### src/rtl/fsk_frame_ctrl.sv
// fsk_frame_ctrl: 2FSK frame sequencer (preamble, sync word, payload).
// Define FSK_CRC8_EN to append a CRC-8 byte after the payload.
module fsk_frame_ctrl #(
  parameter int          CLK_DIV   = 16,
  parameter int          PRE_BITS  = 16,
  parameter logic [15:0] SYNC_WORD = 16'h2DD4
) (
  input  logic       clk,
  input  logic       rst,
  input  logic       start,
  input  logic [7:0] len,
  input  logic [7:0] data_in,
  input  logic       data_valid,
  output logic       data_ready,
  output logic       enable,
  output logic       bit_out,
  output logic       bit_stb,
  output logic       busy,
  output logic       done,
  output logic       underrun
);

  localparam int TW = $clog2(CLK_DIV);
  localparam logic [TW-1:0] T_LAST = TW'(CLK_DIV - 1);
  localparam logic [7:0] PRE_LAST = 8'(PRE_BITS - 1);

  localparam logic [2:0] S_IDLE = 3'd0;
  localparam logic [2:0] S_PRE  = 3'd1;
  localparam logic [2:0] S_SYNC = 3'd2;
  localparam logic [2:0] S_PAY  = 3'd3;
  localparam logic [2:0] S_END  = 3'd5;
`ifdef FSK_CRC8_EN
  localparam logic [2:0] S_CRC  = 3'd4;
  localparam logic [2:0] S_TAIL = S_CRC;
`else
  localparam logic [2:0] S_TAIL = S_END;
`endif

  logic [2:0]    r_state;
  logic [2:0]    w_state_nxt;
  logic [TW-1:0] r_tcnt;
  logic [7:0]    r_bcnt;
  logic [7:0]    w_bcnt_nxt;
  logic [7:0]    r_bytes;
  logic [7:0]    w_bytes_nxt;
  logic [7:0]    r_fetch;
  logic [7:0]    r_hold;
  logic          r_hold_full;
  logic [7:0]    r_sreg;
  logic [7:0]    w_sreg_nxt;
  logic          r_underrun;
  logic          w_consume;
  logic          w_urun_set;
  logic          w_bit_end;
  logic          w_in_bit;
  logic          w_cur_bit;
  logic          w_xfer;
  logic          w_start_ok;
  logic [3:0]    w_sidx;
  logic [7:0]    w_tail_sync;
  logic [7:0]    w_tail_pay;

  logic r_enable;
  logic r_bit_out;
  logic r_bit_stb;
  logic r_busy;
  logic r_done;

  assign w_bit_end  = (r_tcnt == T_LAST);
  assign w_start_ok = (r_state == S_IDLE) & start;
  assign w_sidx     = 4'd15 - r_bcnt[3:0];

  assign data_ready = ~r_hold_full
                    & ((r_state == S_SYNC) | (r_state == S_PAY))
                    & (r_fetch != 8'd0);
  assign w_xfer     = data_valid & data_ready;

`ifdef FSK_CRC8_EN
  logic [7:0] r_crc;
  logic [7:0] w_crc_nxt;

  // One CRC step per transmitted payload bit (poly 0x07).
  assign w_crc_nxt = {r_crc[6:0], 1'b0}
                   ^ ((r_crc[7] ^ r_sreg[7]) ? 8'h07 : 8'h00);
  assign w_tail_sync = r_crc;
  assign w_tail_pay  = w_crc_nxt;

  always_ff @(posedge clk or posedge rst) begin
    if (rst) begin
      r_crc <= 8'h00;
    end else if (w_start_ok) begin
      r_crc <= 8'h00;
    end else if ((r_state == S_PAY) && w_bit_end) begin
      r_crc <= w_crc_nxt;
    end
  end
`else
  assign w_tail_sync = 8'h00;
  assign w_tail_pay  = 8'h00;
`endif

  always_comb begin
    w_in_bit = (r_state == S_PRE)
             | (r_state == S_SYNC)
             | (r_state == S_PAY);
`ifdef FSK_CRC8_EN
    if (r_state == S_CRC) w_in_bit = 1'b1;
`endif
  end

  always_comb begin
    w_cur_bit = 1'b0;
    unique case (1'b1)
      (r_state == S_PRE):  w_cur_bit = ~r_bcnt[0];
      (r_state == S_SYNC): w_cur_bit = SYNC_WORD[w_sidx];
      default:             w_cur_bit = r_sreg[7];
    endcase
  end

  always_comb begin
    w_state_nxt = r_state;
    w_bcnt_nxt  = r_bcnt;
    w_bytes_nxt = r_bytes;
    w_sreg_nxt  = r_sreg;
    w_consume   = 1'b0;
    w_urun_set  = 1'b0;
    unique case (r_state)
      S_IDLE: begin
        if (start) begin
          w_state_nxt = S_PRE;
          w_bcnt_nxt  = 8'd0;
          w_bytes_nxt = len;
        end
      end
      S_PRE: begin
        if (w_bit_end) begin
          w_bcnt_nxt = r_bcnt + 8'd1;
          if (r_bcnt == PRE_LAST) begin
            w_state_nxt = S_SYNC;
            w_bcnt_nxt  = 8'd0;
          end
        end
      end
      S_SYNC: begin
        if (w_bit_end) begin
          w_bcnt_nxt = r_bcnt + 8'd1;
          if (r_bcnt == 8'd15) begin
            w_bcnt_nxt = 8'd0;
            if (r_bytes == 8'd0) begin
              w_state_nxt = S_TAIL;
              w_sreg_nxt  = w_tail_sync;
            end else if (r_hold_full) begin
              w_state_nxt = S_PAY;
              w_sreg_nxt  = r_hold;
              w_consume   = 1'b1;
            end else begin
              w_state_nxt = S_END;
              w_urun_set  = 1'b1;
            end
          end
        end
      end
      S_PAY: begin
        if (w_bit_end) begin
          w_bcnt_nxt = r_bcnt + 8'd1;
          w_sreg_nxt = {r_sreg[6:0], 1'b0};
          if (r_bcnt == 8'd7) begin
            w_bcnt_nxt  = 8'd0;
            w_bytes_nxt = r_bytes - 8'd1;
            if (r_bytes == 8'd1) begin
              w_state_nxt = S_TAIL;
              w_sreg_nxt  = w_tail_pay;
            end else if (r_hold_full) begin
              w_sreg_nxt = r_hold;
              w_consume  = 1'b1;
            end else begin
              w_state_nxt = S_END;
              w_urun_set  = 1'b1;
            end
          end
        end
      end
`ifdef FSK_CRC8_EN
      S_CRC: begin
        if (w_bit_end) begin
          w_bcnt_nxt = r_bcnt + 8'd1;
          w_sreg_nxt = {r_sreg[6:0], 1'b0};
          if (r_bcnt == 8'd7) begin
            w_state_nxt = S_END;
            w_bcnt_nxt  = 8'd0;
          end
        end
      end
`endif
      S_END: begin
        w_state_nxt = S_IDLE;
      end
      default: begin
        w_state_nxt = S_IDLE;
      end
    endcase
  end

  always_ff @(posedge clk or posedge rst) begin
    if (rst) begin
      r_state     <= S_IDLE;
      r_tcnt      <= '0;
      r_bcnt      <= 8'd0;
      r_bytes     <= 8'd0;
      r_fetch     <= 8'd0;
      r_hold      <= 8'd0;
      r_hold_full <= 1'b0;
      r_sreg      <= 8'd0;
      r_underrun  <= 1'b0;
    end else begin
      r_state <= w_state_nxt;
      r_bcnt  <= w_bcnt_nxt;
      r_bytes <= w_bytes_nxt;
      r_sreg  <= w_sreg_nxt;
      if ((w_state_nxt != r_state) || !w_in_bit || w_bit_end) begin
        r_tcnt <= '0;
      end else begin
        r_tcnt <= r_tcnt + 1'b1;
      end
      if (w_start_ok) begin
        r_fetch <= len;
      end else if (w_xfer) begin
        r_fetch <= r_fetch - 8'd1;
      end
      if (w_start_ok) begin
        r_hold_full <= 1'b0;
      end else if (w_xfer) begin
        r_hold      <= data_in;
        r_hold_full <= 1'b1;
      end else if (w_consume) begin
        r_hold_full <= 1'b0;
      end
      if (w_start_ok) begin
        r_underrun <= 1'b0;
      end else if (w_urun_set) begin
        r_underrun <= 1'b1;
      end
    end
  end

  // Modulator-facing outputs are registered one cycle behind the sequencer.
  always_ff @(posedge clk or posedge rst) begin
    if (rst) begin
      r_enable  <= 1'b0;
      r_bit_out <= 1'b0;
      r_bit_stb <= 1'b0;
      r_busy    <= 1'b0;
      r_done    <= 1'b0;
    end else begin
      r_enable  <= w_in_bit;
      r_bit_out <= w_in_bit & w_cur_bit;
      r_bit_stb <= w_in_bit & (r_tcnt == '0);
      r_busy    <= (r_state != S_IDLE);
      r_done    <= (r_state == S_END) & ~r_underrun;
    end
  end

  assign enable   = r_enable;
  assign bit_out  = r_bit_out;
  assign bit_stb  = r_bit_stb;
  assign busy     = r_busy;
  assign done     = r_done;
  assign underrun = r_underrun;

endmodule

### config.mk
export PLATFORM = sky130hd
export DESIGN_NAME = fsk_frame_ctrl
export DESIGN_NICKNAME = d
export VERILOG_FILES = /design/src/rtl/fsk_frame_ctrl.sv
export SDC_FILE = /design/constraint.sdc
export NUM_CORES = 1
export LEC_CHECK = 0
export CORE_AREA = 2 2 81 83
export DETAILED_ROUTE_END_ITERATION = 16
export DIE_AREA = 0 0 83 85
export PLACE_DENSITY = 0.68
export SYNTH_ARGS = -nofsm -noshare
export SYNTH_HDL_FRONTEND = slang
export SYNTH_SLANG_ARGS = --single-unit
### constraint.sdc
create_clock -name clk -period 2.5 [get_ports clk]
set_clock_uncertainty 0.15 [all_clocks]
set_input_delay 0.375 -clock clk [delete_from_list [all_inputs] [get_ports clk]]
set_output_delay 0.375 -clock clk [all_outputs]
set_load 0.02 [all_outputs]
Word-level counts from Yosys, hierarchy flattened

Memories as Yosys holds them, arrays and structs flattened.
Index checks and enable logic that the tools add are counted.

Bits in registers: 54
Output and inout bits: 7
Bits of input ports: 20
Bits in read-only memories: 16
Word-level logic and storage cells: 127
Memories: 1

Bitwise operators: 14
Add/sub/neg operators: 5
Magnitude comparators: 1
Equal/unequal tests: 16
Multiplexer cells: 57
Reduce and logical (&&, ||, !) cells: 19

Memories:

| name             | depth | bits a word | rd ports | clocked after memory_dff | write ports | RTL line | source |
|---|---|---|---|---|---|---|---|
| (name not given) | 16    | 1           | 1        | 0                        | 0           | 115      | `(r_state == S_SYNC): w_cur_bit = SYNC_WORD[w_sidx];` |

Operators by type and width:

| cell                                                        | count |
|---|---|
| two-way mux 8 bit                                           | 18 |
| two-way mux 3 bit                                           | 11 |
| one-hot mux 8 bit (2 select lines)                          | 2 |
| one-hot mux 8 bit (3 select lines)                          | 1 |
| two-way mux 1 bit                                           | 20 |
| subtractor 8 x 1 -> 8 bit (second input constant)           | 2 |
| one-hot mux 3 bit (4 select lines)                          | 1 |
| nonzero test 3 bit                                          | 3 |
| adder 8 x 1 -> 8 bit (second input constant)                | 1 |
| equality test 8 x 1 -> 1 bit (second input constant)        | 1 |
| equality test 8 x 3 -> 1 bit (second input constant)        | 1 |
| equality test 8 x 4 -> 1 bit (second input constant)        | 1 |
| logical NOT 8 bit                                           | 1 |
| AND reduction 4 bit                                         | 2 |
| nonzero test 2 bit                                          | 4 |
| nonzero test 8 bit                                          | 1 |
| bitwise AND 1 bit                                           | 7 |
| equality test 3 x 2 -> 1 bit (second input constant)        | 2 |
| != test 2 x 1 -> 1 bit (second input constant)              | 3 |
| != test 2 bit (second input constant)                       | 3 |
| one-hot mux 1 bit (2 select lines)                          | 3 |
| less-than comparator 4 x 5 -> 1 bit (second input constant) | 1 |
| AND reduction 5 bit                                         | 1 |
| adder 4 x 1 -> 4 bit (second input constant)                | 1 |
| 15 further kinds                                            | 21 |

Logic depth before layout (Yosys ltp)

Depth after elaboration: 9
Mapped depth: 9
Mapped depth without buffers: 7

Worst setup path after synthesis

OpenSTA, ideal clock, no wires.

Kind: reg-to-reg
Start point: register r_fetch[0]
End point: register r_fetch[3]
Path buffers: 0
Library setup time: 69 ps
Cell stages (with the launch flop): 8
Path slack: 79 ps
Required time: 2281 ps
Period minus slack after synthesis: 2421 ps
Arrival time: 2202 ps
Cells stage by stage: dfrtp_1 > inv_1 > ha_1 > nor2b_1 > a311oi_1 > nand2_1 > or3_1 > nand3_1

Longest elaborated chain between the ends: 4

RTL lines:

| what                         | RTL line | source |
|---|---|---|
| from (decl)                  | 46       | `logic [7:0] r_fetch;` |
| from (signal assigned)       | 226      | `r_fetch <= len;` |
| from (signal assigned)       | 228      | `r_fetch <= r_fetch - 8'd1;` |
| nonzero test 8 bit           | 75       | `& (r_fetch != 8'd0);` |
| bitwise AND 1 bit            | 75       |  |
| net data_ready               | 14       | `output logic data_ready,` |
| bitwise AND 1 bit            | 76       | `assign w_xfer = data_valid & data_ready;` |
| nonzero test 2 bit (no line) | n/a      |  |

The timed path passes the listed nets, and every way through them passes these cells. The select of a mux whose other input is x is not followed.
A chain may end at the register's enable or synchronous reset.

Final worst setup path

Start point: register r_fetch[0]
End point: output data_ready

Longest elaborated chain between the ends: 2

RTL lines:

| what               | RTL line |
|---|---|
| nonzero test 8 bit | 75 |
| bitwise AND 1 bit  | 75 |
| to (decl)          | 14 |

No other way between the ends.

==> impl_metrics.env <==
export IMPL_netlist_top_cells_count="nand2_1 (55), dfrtp_1 (54), a21oi_1 (23), nand3_1 (23)"
export IMPL_ff_latch_area_um2=1350
export IMPL_track_usage_pct=19.6
export IMPL_hp_class="in2async"
export IMPL_status="finished, final reports clean"
export IMPL_grt_pass1_vias=2424
export IMPL_cap_violations=0
export IMPL_drc=0
export IMPL_clock_sinks=54
export IMPL_layout_drive_gt1_share_pct=9.24
export IMPL_synth_cell_type_count=54
export IMPL_vias=2556
export IMPL_critPathMaxFanout=5
export IMPL_via_per_inst=5.74
export IMPL_multi_input_area_um2=1530
export IMPL_synth_edf_count=0
export IMPL_slew_viol_final=0
export IMPL_syn2layout_area_growth_pct=16.7
export IMPL_io_buffers=26
export IMPL_hold_viol=0
export IMPL_finalSetupViolCount=0
export IMPL_power_density_nw_per_um2=430
export IMPL_antenna_cells=0
export IMPL_cp_buffers_inverters=2
export IMPL_critPathKind="reg2out"
export IMPL_grt_max_degree=55
export IMPL_cts_buffer_depth=2
export IMPL_synth_cell_area_um2=3020
export IMPL_fillCellCount=563
export IMPL_ir_drop_v=0.000254
export IMPL_fp_dieArea_um2=7060
export IMPL_yosysWarnings=0
export IMPL_synth_seq_cells=54
export IMPL_syn_nets=367
export IMPL_relSlewSlack_pct=63.9
export IMPL_worstPathRequired_ns=1.98
export IMPL_setup_tns_ns=0
export IMPL_synth_top_area_share_pct=44.8
export IMPL_dieWidth_um=83
export IMPL_netlist_instances=336
export IMPL_num_rows=29
export IMPL_rsz0062_at_grt="false"
export IMPL_min_period_over_period_pct=93.5
export IMPL_nNetsFinal=398
export IMPL_ant_nets=0
export IMPL_drt_first_iter_violations=157
export IMPL_grt_first_pass_wirelength_mm=11.3
export IMPL_ys_seq_area_share_pct=44.8
export IMPL_path_cells="inv_1 -> ha_1 -> nor2b_1 -> a311oi_2 -> dlygate4sd2_1"
export IMPL_max_freq_mhz=428
export IMPL_cts_buffers_inserted=5
export IMPL_place_congestion=0.816
export IMPL_netlist_top_cells_area="dfrtp_1 (45%), nand2_1 (6.8%), ha_1 (4.6%)"
export IMPL_worst_path_max_delay_cell="dfrtp_1"
export IMPL_detailed_place_hpwl_mm=4.75
export IMPL_cts_max_level=2
export IMPL_cp_top_family="buffers and inverters"
export IMPL_async_flop_share_pct=100
export IMPL_startpoint_type="register"
export IMPL_path_clk_slew_ns=0.10
export IMPL_clock_latency_ns=0.31
export IMPL_io_pins=27
export IMPL_totalWireLength_mm=6.62
export IMPL_cts_root_buf="clkbuf_8"
export IMPL_critPathMaxStageDelay_ns=0.43
export IMPL_wl_per_cell_um=14.9
export IMPL_design_area_um2=3520
export IMPL_die_y_um=85
export IMPL_synthFlopType="dfrtp_1"
export IMPL_core_um2=6200
export IMPL_initial_core_util_pct=48.6
export IMPL_antenna_found_initial=0
export IMPL_end_kind="primary output"
export IMPL_yosysMostFrequentCell="nand2_1"
export IMPL_leakage_nw=1.53
export IMPL_dpl_cell_area_um2=3410
export IMPL_worstPathArrival_ns=1.81
export IMPL_drtPass1Iterations=4
export IMPL_synth_avg_cell_area_um2=8.98
export IMPL_synth_top_area_cell="dfrtp_1"
export IMPL_cts_tree="done"
export IMPL_period_needed_ns=2.34
export IMPL_gr_total_overflow=0
export IMPL_tightest_slew_ns=0.538
[area by class of cell]
cell class / count / share of cell area, %
flip-flops and latches: 54 / 38.4
clock buffers: 5 / 1.95
multi-input cells: 250 / 43.3
inverters: 15 / 1.60
repair buffers: 41 / 10.9
clock inverters: 3 / 1.14
well taps: 77 / 2.74
[worst reg2reg max path: cells and delay by family, from the launching register on]
kind | cells | cell delay, ns
DFF | 1 | 0.44
and+or+nand+nor | 3 | 1.06
AOI/OAI and AO/OA | 2 | 0.55
[worst paths after layout]
kind | depth (start not counted) | startpoint | to | slack [ns]
max | 5 | r_fetch[0] | data_ready | 0.16
min | 3 | rst | r_tcnt[2] | 0.27
max reg2reg | 5 | r_bcnt[4] | r_hold_full | 0.21
min reg2reg | 2 | r_sreg[2] | r_sreg[2] | 0.34
max in group asynchronous | 3 | rst | r_bcnt[5] | 1.70
min in group clk | 2 | r_sreg[2] | r_sreg[2] | 0.34
[repair_timing]
item                                    in CTS  in global routing
buffers inserted                             0                  0
hold buffers                                 0                  0
endpoints found under the setup margin       1                  1
gates resized for setup                      1                  1
[placed cells by master, fill, tap and decap left out, types with 3 or more instances in the layout]
| cell | count |
|---|---|
| o21ai_0 | 15 |
| clkbuf_8 | 5 |
| clkdlybuf4s50_1 | 25 |
| nand2_1 | 55 |
| a32oi_1 | 5 |
| nor4_1 | 3 |
| nand2b_1 | 8 |
| and2_1 | 3 |
| buf_4 | 14 |
| ha_1 | 11 |
| a22oi_1 | 7 |
| dfrtp_1 | 54 |
| nor2b_1 | 3 |
| o31ai_1 | 13 |
| o22ai_1 | 4 |
| nand3_1 | 23 |
| a21oi_1 | 23 |
| or3_1 | 3 |
| inv_1 | 14 |
| nor3_1 | 7 |
| nor2_1 | 13 |
| o211ai_1 | 4 |
| and3_1 | 6 |
| mux2i_1 | 3 |
| nor3b_1 | 4 |
[metrics by stage]
step | worst slack (ns) | util (%) | hold WS [ns] | power, mW | cells
3_3_place_gp | 0.224 | 54.9 | 0.317 | 0.950 | 437
5_1_grt | 0.0630 | 56.8 | 0.299 | 1.57 | 445
4_1_cts | 0.106 | 56.7 | 0.280 | 1.53 | 445
6_report | 0.162 | 56.8 | 0.270 | 1.52 | 445
3_5_place_dp | 0.153 | 54.9 | 0.318 | 0.950 | 437
2_1_floorplan | 0.0785 | - | 0.290 | 0.906 | 336
[cells by family after synthesis]
group                    Yosys count  share of synthesized area (%)
buffers and inverters             32                           4.89
XOR/XNOR                           2                          0.581
AO/OA/AOI/OAI                     93                           20.9
adder cells (fa/ha/maj)           11                           4.56
AND/OR/NAND/NOR                  141                           23.3
multiplexers                       3                          0.995
flip-flops                        54                           44.8
[flip-flops by register name, indices dropped and copies added, names as in the netlist, 3 cells and up]
| name | cells |
|---|---|
| r_bcnt | 8 |
| r_bytes | 8 |
| r_fetch | 8 |
| r_hold | 8 |
| r_sreg | 8 |
| r_tcnt | 4 |
| r_state | 3 |
[where the power goes]
part | total (mW) | switching [mW] | leakage [nW] | internal, mW
Combinational | 0.0588 | 0.0271 | 0.762 | 0.0317
Clock | 0.584 | 0.289 | 0.0579 | 0.295
Sequential | 0.873 | 0 | 0.715 | 0.873
[per-layer routing]
| metal | share of wire (%) | track usage [%] | vias to the layer above |
|---|---|---|---|
| li1 | - | - | 1276 |
| met1 | 49 | 26.4 | 1219 |
| met2 | 46 | 32.0 | 54 |
| met3 | 3.4 | 4.09 | 7 |
| met4 | 1.3 | 5.96 | 0 |
| met5 | 0 | 0 | - |
Power figures use the tool's default switching activity.
